## src/rtl/i2c_cmd_sequencer.sv

```systemverilog
// Command FIFO and one-at-a-time issue sequencer in front of an I2C master core.
// Optional transaction watchdog enabled by defining I2C_SEQ_TIMEOUT_EN.
module i2c_cmd_sequencer #(
    parameter int unsigned DEPTH = 4
`ifdef I2C_SEQ_TIMEOUT_EN
    , parameter int unsigned TIMEOUT = 1023
`endif
) (
    input  logic       clk,
    input  logic       reset,
    input  logic       cmd_valid,
    output logic       cmd_ready,
    input  logic       cmd_rw,
    input  logic [6:0] cmd_addr,
    input  logic [7:0] cmd_data,
    input  logic       cmd_stop,
    output logic       rsp_valid,
    input  logic       rsp_ready,
    output logic [7:0] rsp_data,
    output logic       rsp_error,
    output logic       rsp_timeout,
    output logic       m_enable,
    output logic       m_mode,
    output logic [6:0] m_slave_addr,
    output logic [7:0] m_data,
    output logic       m_stop,
    input  logic [7:0] m_recv_buf,
    input  logic       m_busy,
    input  logic       m_done,
    input  logic       m_error
);

    localparam int unsigned PW = $clog2(DEPTH);
    localparam int unsigned CW = PW + 1;

    typedef enum logic [1:0] {
        S_IDLE,
        S_WAIT,
        S_RESP
    } state_t;

    state_t state_q, state_d;

    logic [16:0]   mem_q [DEPTH];
    logic [PW-1:0] wr_ptr_q, wr_ptr_d;
    logic [PW-1:0] rd_ptr_q, rd_ptr_d;
    logic [CW-1:0] count_q, count_d;
    logic          push;
    logic          pop;
    logic [16:0]   head;

    logic       m_enable_q, m_enable_d;
    logic       m_mode_q, m_mode_d;
    logic [6:0] m_addr_q, m_addr_d;
    logic [7:0] m_data_q, m_data_d;
    logic       m_stop_q, m_stop_d;
    logic       rsp_valid_q, rsp_valid_d;
    logic [7:0] rsp_data_q, rsp_data_d;
    logic       rsp_error_q, rsp_error_d;

`ifdef I2C_SEQ_TIMEOUT_EN
    localparam int unsigned WW = $clog2(TIMEOUT + 1);
    logic [WW-1:0] wdog_q, wdog_d;
    logic          rsp_timeout_q, rsp_timeout_d;
`endif

    assign cmd_ready = (count_q != CW'(DEPTH));
    assign push      = cmd_valid & cmd_ready;
    assign head      = mem_q[rd_ptr_q];

    // Entry layout: {stop, rw, addr[6:0], data[7:0]}
    always_ff @(posedge clk) begin
        if (push) begin
            mem_q[wr_ptr_q] <= {cmd_stop, cmd_rw, cmd_addr, cmd_data};
        end
    end

    always_comb begin
        wr_ptr_d = wr_ptr_q;
        rd_ptr_d = rd_ptr_q;
        count_d  = count_q;
        if (push) begin
            wr_ptr_d = wr_ptr_q + 1'b1;
        end
        if (pop) begin
            rd_ptr_d = rd_ptr_q + 1'b1;
        end
        case ({push, pop})
            2'b10:   count_d = count_q + 1'b1;
            2'b01:   count_d = count_q - 1'b1;
            default: count_d = count_q;
        endcase
    end

    always_comb begin
        state_d     = state_q;
        pop         = 1'b0;
        m_enable_d  = 1'b0;
        m_mode_d    = m_mode_q;
        m_addr_d    = m_addr_q;
        m_data_d    = m_data_q;
        m_stop_d    = m_stop_q;
        rsp_valid_d = rsp_valid_q;
        rsp_data_d  = rsp_data_q;
        rsp_error_d = rsp_error_q;
`ifdef I2C_SEQ_TIMEOUT_EN
        wdog_d        = wdog_q;
        rsp_timeout_d = rsp_timeout_q;
`endif
        case (state_q)
            S_IDLE: begin
                if ((count_q != '0) && !m_busy && !rsp_valid_q) begin
                    pop        = 1'b1;
                    m_stop_d   = head[16];
                    m_mode_d   = head[15];
                    m_addr_d   = head[14:8];
                    m_data_d   = head[7:0];
                    m_enable_d = 1'b1;
                    state_d    = S_WAIT;
`ifdef I2C_SEQ_TIMEOUT_EN
                    wdog_d     = '0;
`endif
                end
            end
            S_WAIT: begin
                // m_done wins over a watchdog expiry landing in the same cycle
                if (m_done) begin
                    rsp_data_d  = m_mode_q ? m_recv_buf : 8'h00;
                    rsp_error_d = m_error;
                    rsp_valid_d = 1'b1;
                    state_d     = S_RESP;
`ifdef I2C_SEQ_TIMEOUT_EN
                    rsp_timeout_d = 1'b0;
                end else if (wdog_q == WW'(TIMEOUT)) begin
                    rsp_data_d    = 8'h00;
                    rsp_error_d   = 1'b1;
                    rsp_timeout_d = 1'b1;
                    rsp_valid_d   = 1'b1;
                    state_d       = S_RESP;
                end else begin
                    wdog_d = wdog_q + 1'b1;
`endif
                end
            end
            S_RESP: begin
                if (rsp_ready) begin
                    rsp_valid_d = 1'b0;
                    state_d     = S_IDLE;
                end
            end
            default: state_d = S_IDLE;
        endcase
    end

    always_ff @(posedge clk or posedge reset) begin
        if (reset) begin
            state_q     <= S_IDLE;
            wr_ptr_q    <= '0;
            rd_ptr_q    <= '0;
            count_q     <= '0;
            m_enable_q  <= 1'b0;
            m_mode_q    <= 1'b0;
            m_addr_q    <= '0;
            m_data_q    <= '0;
            m_stop_q    <= 1'b1;
            rsp_valid_q <= 1'b0;
            rsp_data_q  <= '0;
            rsp_error_q <= 1'b0;
        end else begin
            state_q     <= state_d;
            wr_ptr_q    <= wr_ptr_d;
            rd_ptr_q    <= rd_ptr_d;
            count_q     <= count_d;
            m_enable_q  <= m_enable_d;
            m_mode_q    <= m_mode_d;
            m_addr_q    <= m_addr_d;
            m_data_q    <= m_data_d;
            m_stop_q    <= m_stop_d;
            rsp_valid_q <= rsp_valid_d;
            rsp_data_q  <= rsp_data_d;
            rsp_error_q <= rsp_error_d;
        end
    end

`ifdef I2C_SEQ_TIMEOUT_EN
    always_ff @(posedge clk or posedge reset) begin
        if (reset) begin
            wdog_q        <= '0;
            rsp_timeout_q <= 1'b0;
        end else begin
            wdog_q        <= wdog_d;
            rsp_timeout_q <= rsp_timeout_d;
        end
    end

    assign rsp_timeout = rsp_timeout_q;
`else
    assign rsp_timeout = 1'b0;
`endif

    assign m_enable     = m_enable_q;
    assign m_mode       = m_mode_q;
    assign m_slave_addr = m_addr_q;
    assign m_data       = m_data_q;
    assign m_stop       = m_stop_q;
    assign rsp_valid    = rsp_valid_q;
    assign rsp_data     = rsp_data_q;
    assign rsp_error    = rsp_error_q;

endmodule

```

## config.mk

```make
export PLATFORM = sky130hd
export DESIGN_NAME = i2c_cmd_sequencer
export DESIGN_NICKNAME = d
export VERILOG_FILES = /design/src/rtl/i2c_cmd_sequencer.sv
export SDC_FILE = /design/constraint.sdc
export NUM_CORES = 1
export LEC_CHECK = 0
export ABC_CLOCK_PERIOD_IN_PS = 2750
export BUFFER_PORTS_ARGS = -buffer_cell sky130_fd_sc_hd__buf_2
export CAP_MARGIN = 20
export CORE_UTILIZATION = 56
export CTS_CLUSTER_DIAMETER = 80
export DETAILED_ROUTE_END_ITERATION = 7
export MAX_ROUTING_LAYER = met4
export PLACE_DENSITY = 0.77
export RECOVER_POWER = 25
export SLEW_MARGIN = 15
export SYNTH_ARGS = -nofsm -noshare
export SYNTH_HDL_FRONTEND = slang
export SYNTH_SLANG_ARGS = --single-unit
```

## constraint.sdc

```tcl
create_clock -name clk -period 2.75 [get_ports clk]
set_input_delay 0.6875 -clock clk [delete_from_list [all_inputs] [get_ports clk]]
set_output_delay 0.6875 -clock clk [all_outputs]
set_load 0.01 [all_outputs]
```

==> results.md, run 1 <==
- Status: completed
- Worst setup margin: 0.501 ns
- # placed instances: 368
- Top Usage Layer GRT: met2
- Multi-input logic area: 1030 µm²
- Clock Sinks: 105
- Max-cap viol count: 0
- Area delta synth->final: 13.3%
- Final worst path period need: 2.25 ns
- Hold crit path type: input pin to asynchronous set/reset pin
- Seq/Total Area, Yosys: 0.722
- N_diodes: 0
- CTS Root Cell: clkbuf_8
- Met3 Use GR: 0.0349
- Cell count after synthesis: 214
- Mapped cell area: 4110 µm²
- Met2 Use GR: 0.305
- Core Util, Final: 0.671
- Max Fanout on Critical Path: 6
- Core region area: 6940 µm²
- CTS H-tree lvls: 3
- CTS tree: built
- #FFs+latches synth: 105
- Library cells used by synthesis: 35
- 1st-pass router iterations: 4
- Final period util: 0.818
- Commonest non-fill, non-tap cell in the layout: edfxtp_1
- DR iter-0 viols: 94
- # resized after CTS: 0
- Layout Nets: 321
- Critical Path Sink Type: flop
- Total leakage power: 1.85 nW
- Non-Filler Instances: 384
- Worst Path Required: 3.04 ns
- Worst slew pin tran: 0.811 ns
- Drt wl/cell: 16.7 µm
- PwrDens: 1000 nW/µm²
- FF+latch area: 2970 µm²
- Clk Latency, worst-skew pair: 0.36 ns
- Via count: 2064
- Wirelength, routed: 6.43 mm
- Largest net degree at the start of global routing: 38
- Commonest cells after routing, fill and taps aside: edfxtp_1 (68), buf_2 (44), dfrtp_1 (36)
- VDD IR-drop max: 0.000409 V
- Fmax: 445 MHz
- Final HPWL DP: 4.02 mm
- Setup crit start kind: flop
- Max Clock Skew: 0.00533 ns
- Setup Crit Path Kind: flop to flop
- Yosys warns: 0
- Final ANT Viol Nets: 0
- Layout cells sized above 1: 0.333
- Die footprint: 7690 µm²
- Final hold vios: 0
- Dpl ws: 0.261 ns
- Post-route cell area: 4660 µm²
- First-pass GRT wire length: 9.94 mm
- Rel. slew slack: 0.459
- Arr. time, crit path: 2.54 ns
- Total gr overflow: 0
- Final hold slack: 0.440 ns
- Post-CTS setup buffers: 0
- Setup TNS: 0 ns
- CTS buffer count: 9
- Row count: 30
- RSZ-0062 raised after global routing: no
- Met1 GRT Util: 0.233
- Vias in the first global route: 1968
- Mapped Avg Cell Area: 19.2 µm²
- Gpl congestion: 0.682
- GRT Total Usage: 0.191
- PortBufs: 60
- Initial Util: 0.592
- Tot Pwr: 4.66 mW
- Final slew viol count: 0
- Fillers: 479
- Final setup vio count: 0
- Post-synth net total: 252
- # hold bufs at CTS: 0
- Placed Area: 4510 µm²
- Initial antenna violation count: 0
- DR vias/cell: 5.38
- Die width: 87.7 µm
- Die Y: 87.7 µm
- Worst-path clk slew: 0.09 ns
- Number of I/O pins: 62
- Clock buffer depth: 2
- DRC: 0
==> synthesized netlist by cell type (all sizes together) <==
cell type | number | area (µm²)
or2 | 1 | 6.26
o311a | 1 | 11.3
mux2 | 19 | 244
dfrtp | 36 | 901
nor2 | 1 | 3.75
nor4 | 1 | 6.26
ha | 5 | 62.6
nand2 | 16 | 60.1
xnor2 | 2 | 17.5
nand3b | 1 | 7.51
or3b | 1 | 11.3
conb | 1 | 3.75
mux4 | 17 | 417
edfxtp | 68 | 2040
a21oi | 1 | 5.00
clkbuf | 1 | 3.75
xor2 | 4 | 35.0
o21ai | 11 | 55.1
inv | 8 | 30.0
and3 | 4 | 25.0
nor3b | 1 | 7.51
dfstp | 1 | 26.3
o31a | 1 | 10.0
nand2b | 1 | 6.26
fa | 1 | 20.0
buf | 8 | 75.1
and2 | 1 | 8.76
mux2i | 1 | 10.0
==> where the power goes <==
group	internal (mW)	switching, mW
registers	2.17	0.271
clock network	0.351	0.484
logic	0.738	0.652
==> layer usage <==
metal / share of wire / wire length [µm]
met5: 0 / 0
met3: 0.042 / 267
met4: 0.019 / 121
met1: 0.44 / 2820
met2: 0.50 / 3220
==> worst max-delay path: stages, from the launching register on <==
cell,delay [ns]
dfrtp_1,0.45
or3b_4,0.45
and2_4,0.19
inv_1,0.06
ha_1,0.18
inv_1,0.06
fa_1,0.37
xor2_1,0.15
nor2_1,0.11
xor2_1,0.16
==> registers in the layout, summed over array words and instances (netlist names) <==
signal        count
m_mode            1
m_slave_addr      7
rsp_error         1
rsp_valid         1
rsp_data          8
wr_ptr_q          2
rd_ptr_q          2
count_q           3
state_q           2
m_stop            1
mem_q            68
m_data            8
m_enable          1
==> path summary, 6_finish.rpt <==
path,startpoint,to,slack (ns),depth (start not counted)
min in group clk,rsp_data[3],rsp_data[3],0.48,2
hold reg to reg,rsp_data[3],rsp_data[3],0.48,2
setup reg to reg,count_q[0],count_q[2],0.50,9
setup / recovery,count_q[0],count_q[2],0.50,9
hold / removal,reset,rsp_data[4],0.44,3
max in group asynchronous,reset,m_stop,1.95,3
==> area by class of cell <==
type,instances,share of cell area
clock buffers,11,0.0304
clock inverters,5,0.00672
inverters,8,0.00645
multi-input cells,92,0.222
flip-flops and latches,105,0.637
well taps,96,0.0258
repair buffers,67,0.0714
==> cell families (layout without fill, tap and decap cells) <==
family / count (synthesis) / in the layout / synth area share
flip-flops: 105 / 105 / 0.722
multiplexers: 37 / 37 / 0.163
AND/OR/NAND/NOR: 28 / 28 / 0.0347
buffers and inverters: 17 / 91 / 0.0265
AO/OA/AOI/OAI: 14 / 14 / 0.0198
adder cells (fa/ha/maj): 6 / 6 / 0.0201
XOR/XNOR: 6 / 6 / 0.0128
other: 1 / 1 / 0.000912
Note: power is estimated with default switching activity, not from simulation.
==> run 2: changes to the inputs <==
Settings changed: ABC_CLOCK_PERIOD_IN_PS 2750 to 1900, CORE_UTILIZATION 56 to 51, PLACE_DENSITY 0.77 to 0.74.
Clock period 2.75 ns to 1.9 ns, I/O delays scaled along.
==> results.md, run 2 (synthesized netlist as in run 1, its figures left out) <==
- Combinational cell fraction of total power: 0.322 (+0.024)
- Max-cap viol count: 0 (unchanged)
- Die width: 91.8 µm (+4.7%)
- Final worst path period need: 2.01 ns
- Final slew viol count: 0 (unchanged)
- Multi-input logic area: 1070 µm² (+3.6%)
- Most flops, register: mem_q
- CTS tree: built
- 1st-pass router iterations: 4 (unchanged)
- First-pass GRT wire length: 10.8 mm (+8.6%)
- CTS Root Cell: clkbuf_8
- Commonest cells after routing, fill and taps aside: edfxtp_1 (68), buf_2 (44), dfrtp_1 (36)
- Status: finished with violations
- # placed instances: 384 (+4.3%)
- DR iter-0 viols: 98 (+4.3%)
- PortBufs: 60 (unchanged)
- Total gr overflow: 0 (unchanged)
- Initial antenna violation count: 0 (unchanged)
- Max stage delay on crit path: 0.41 ns (-0.04 ns)
- Core region area: 7770 µm² (+12%)
- Setup crit end: cmd_ready
- Worst-path clk slew: 0.10 ns (about the same)
- Arr. time, crit path: 1.54 ns (-1.00 ns)
- Hold crit path type: input pin to asynchronous set/reset pin
- Critical register-to-register path endpoint: count_q[2]
- VDD IR-drop max: 0.000557 V (+36%)
- PwrDens: 1500 nW/µm² (+50%)
- Worst setup margin: -0.113 ns (-0.614 ns)
- Clk Latency, worst-skew pair: 0.36 ns (about the same)
- Critical Path Sink Type: output port
- Final period util: 1.06
- Slowest-stage cell, CP: or3b_4
- Sw Pwr: 2.17 mW (+54%)
- Gpl congestion: 0.752 (+10%)
- N_diodes: 0 (unchanged)
- Max Fanout on Critical Path: 5 (-1)
- Final hold vios: 0 (unchanged)
- Fillers: 558 (+16%)
- Commonest non-fill, non-tap cell in the layout: edfxtp_1
- CTS buffer count: 9 (unchanged)
- Sequential share of power: 0.466 (-0.057)
- CTS H-tree lvls: 3 (unchanged)
- Vias in the first global route: 2131 (+8.3%)
- DR vias/cell: 5.14 (-4.4%)
- Layout cells sized above 1: 0.391 (+0.0574)
- Die footprint: 8420 µm² (+9.6%)
- R2R Path Start: count_q[0]
- Largest register FFs: 68 (unchanged)
- Row count: 32 (+6.7%)
- Wirelength, routed: 6.55 mm (+1.8%)
- FF+latch area: 2970 µm² (unchanged)
- Max Clock Skew: 0.0112 ns (+0.00592 ns)
- Via count: 2075 (+0.53%)
- DRC: 0 (unchanged)
- Setup crit start kind: flop
- Reg2Reg Setup Slack: -0.09 ns (-0.59 ns)
- Die Y: 91.8 µm (+4.7%)
- Pint: 5.17 mW (+59%)
- Failing checks: setup timing
- Initial Util: 0.529 (-0.0628)
- Number of I/O pins: 62 (unchanged)
- Final HPWL DP: 4.05 mm (+0.68%)
- Setup TNS: -0.205 ns (-0.205 ns)
- Total leakage power: 1.97 nW (+6.1%)
- Largest net degree at the start of global routing: 38 (unchanged)
- Tot Pwr: 7.34 mW (+57%)
- Clock Sinks: 105 (unchanged)
- WP buf/inv: 3 (+1)
- GRT Total Usage: 0.180 (-0.0102)
- Fmax: 497 MHz
- Top delay family on crit path: simple AND/OR/NAND/NOR gates
- Non-Filler Instances: 404 (+5.2%)
- Layout Nets: 335 (+4.4%)
- Clock buffer depth: 2 (unchanged)
- Setup Crit Path Kind: flop to output port
- RSZ-0062 raised after global routing: yes
- Dpl ws: -0.206 ns (-0.467 ns)
- Switching Share: 0.296 (-0.00591)
- Number of cells on the critical path: 4 (-5)
- Area delta synth->final: 18.9%
- Final ANT Viol Nets: 0 (unchanged)
- Worst Path Required: 1.42 ns (-1.62 ns)
- Clock Power Share: 0.212 (+0.033)
- Drt wl/cell: 16.2 µm (-3.2%)
- Cells on worst reg2reg path: 9 (unchanged)
- Worst-path cell chain: or3b_4 > buf_4 > buf_6 > buf_2
- Worst Setup SP: count_q[0]
- Final setup vio count: 2 (+2)
- # hold bufs at CTS: 0 (unchanged)
==> run 2: changes by cell type in the layout (fill, tap and decap cells not counted), moves of 2 or more <==
cell and change:
inv_6 +2, clkinv_1 -2, bufinv_16 +2, clkinvlp_4 -2, buf_4 +12, inv_2 +2, inv_1 -2
==> run 2: how the worst min path moves through the flow <==
stage / to / start / cells after the start
after global placement: rsp_data[4] / rsp_data[4] / 2
final: m_data[1] / reset / 3
after CTS: m_data[1] / reset / 3
after global routing: m_data[0] / reset / 3
after floorplan: count_q[2] / count_q[2] / 1
after detailed placement: rsp_data[5] / rsp_data[5] / 2
==> run 2: worst reg2reg max path, cell delays in order (launching register included) <==
cell and delay [ns]:
dfrtp_1 0.39, or3b_4 0.41, and2_4 0.17, inv_2 0.06, ha_4 0.13, inv_2 0.03
fa_2 0.32, xor2_1 0.14, nor2_1 0.11, xor2_1 0.14
==> run 2: timing repair <==
| action | in CTS | in global routing |
|---|---|---|
| cloned | 0 | 0 |
| endpoints found under the setup margin | 2 | 3 |
| buffers inserted | 1 | 3 |
| pin swaps | 2 | 4 |
| resized for setup | 2 | 2 |
==> run 2: power groups by stage <==
stage / sequential, mW / combinational, mW / clock [mW]
2_1_floorplan: 3.57 / 1.47 / 0
3_3_place_gp: 3.45 / 2.28 / 0
3_5_place_dp: 3.48 / 2.34 / 0
4_1_cts: 3.43 / 2.37 / 1.59
5_1_grt: 3.49 / 2.61 / 1.67
6_report: 3.42 / 2.36 / 1.55
==> run 2: cell type report <==
class,count,area share
Clock inverter,7,0.0228
Tap cell,102,0.0261
Timing Repair Buffer,81,0.0929
Sequential cell,105,0.608
Multi-Input combinational cell,92,0.219
Clock buffer,9,0.0253
Inverter,8,0.00614
==> run 2: per-stage QoR <==
stage | instance area [µm²] | util | hold WS, ns
floorplan | 4140 | - | 0.478
global placement | 4630 | 0.596 | 0.463
detailed placement | 4630 | 0.596 | 0.471
CTS | 4870 | 0.627 | 0.223
global route | 4890 | 0.629 | 0.256
finish | 4890 | 0.629 | 0.215
==> run 2: metal layers <==
metal,wire length [µm],vias up,track usage
met5,0,-,-
li1,-,979,-
met3,317,13,0.0390
met4,125,0,0.0807
met1,2870,1030,0.222
met2,3230,53,0.291
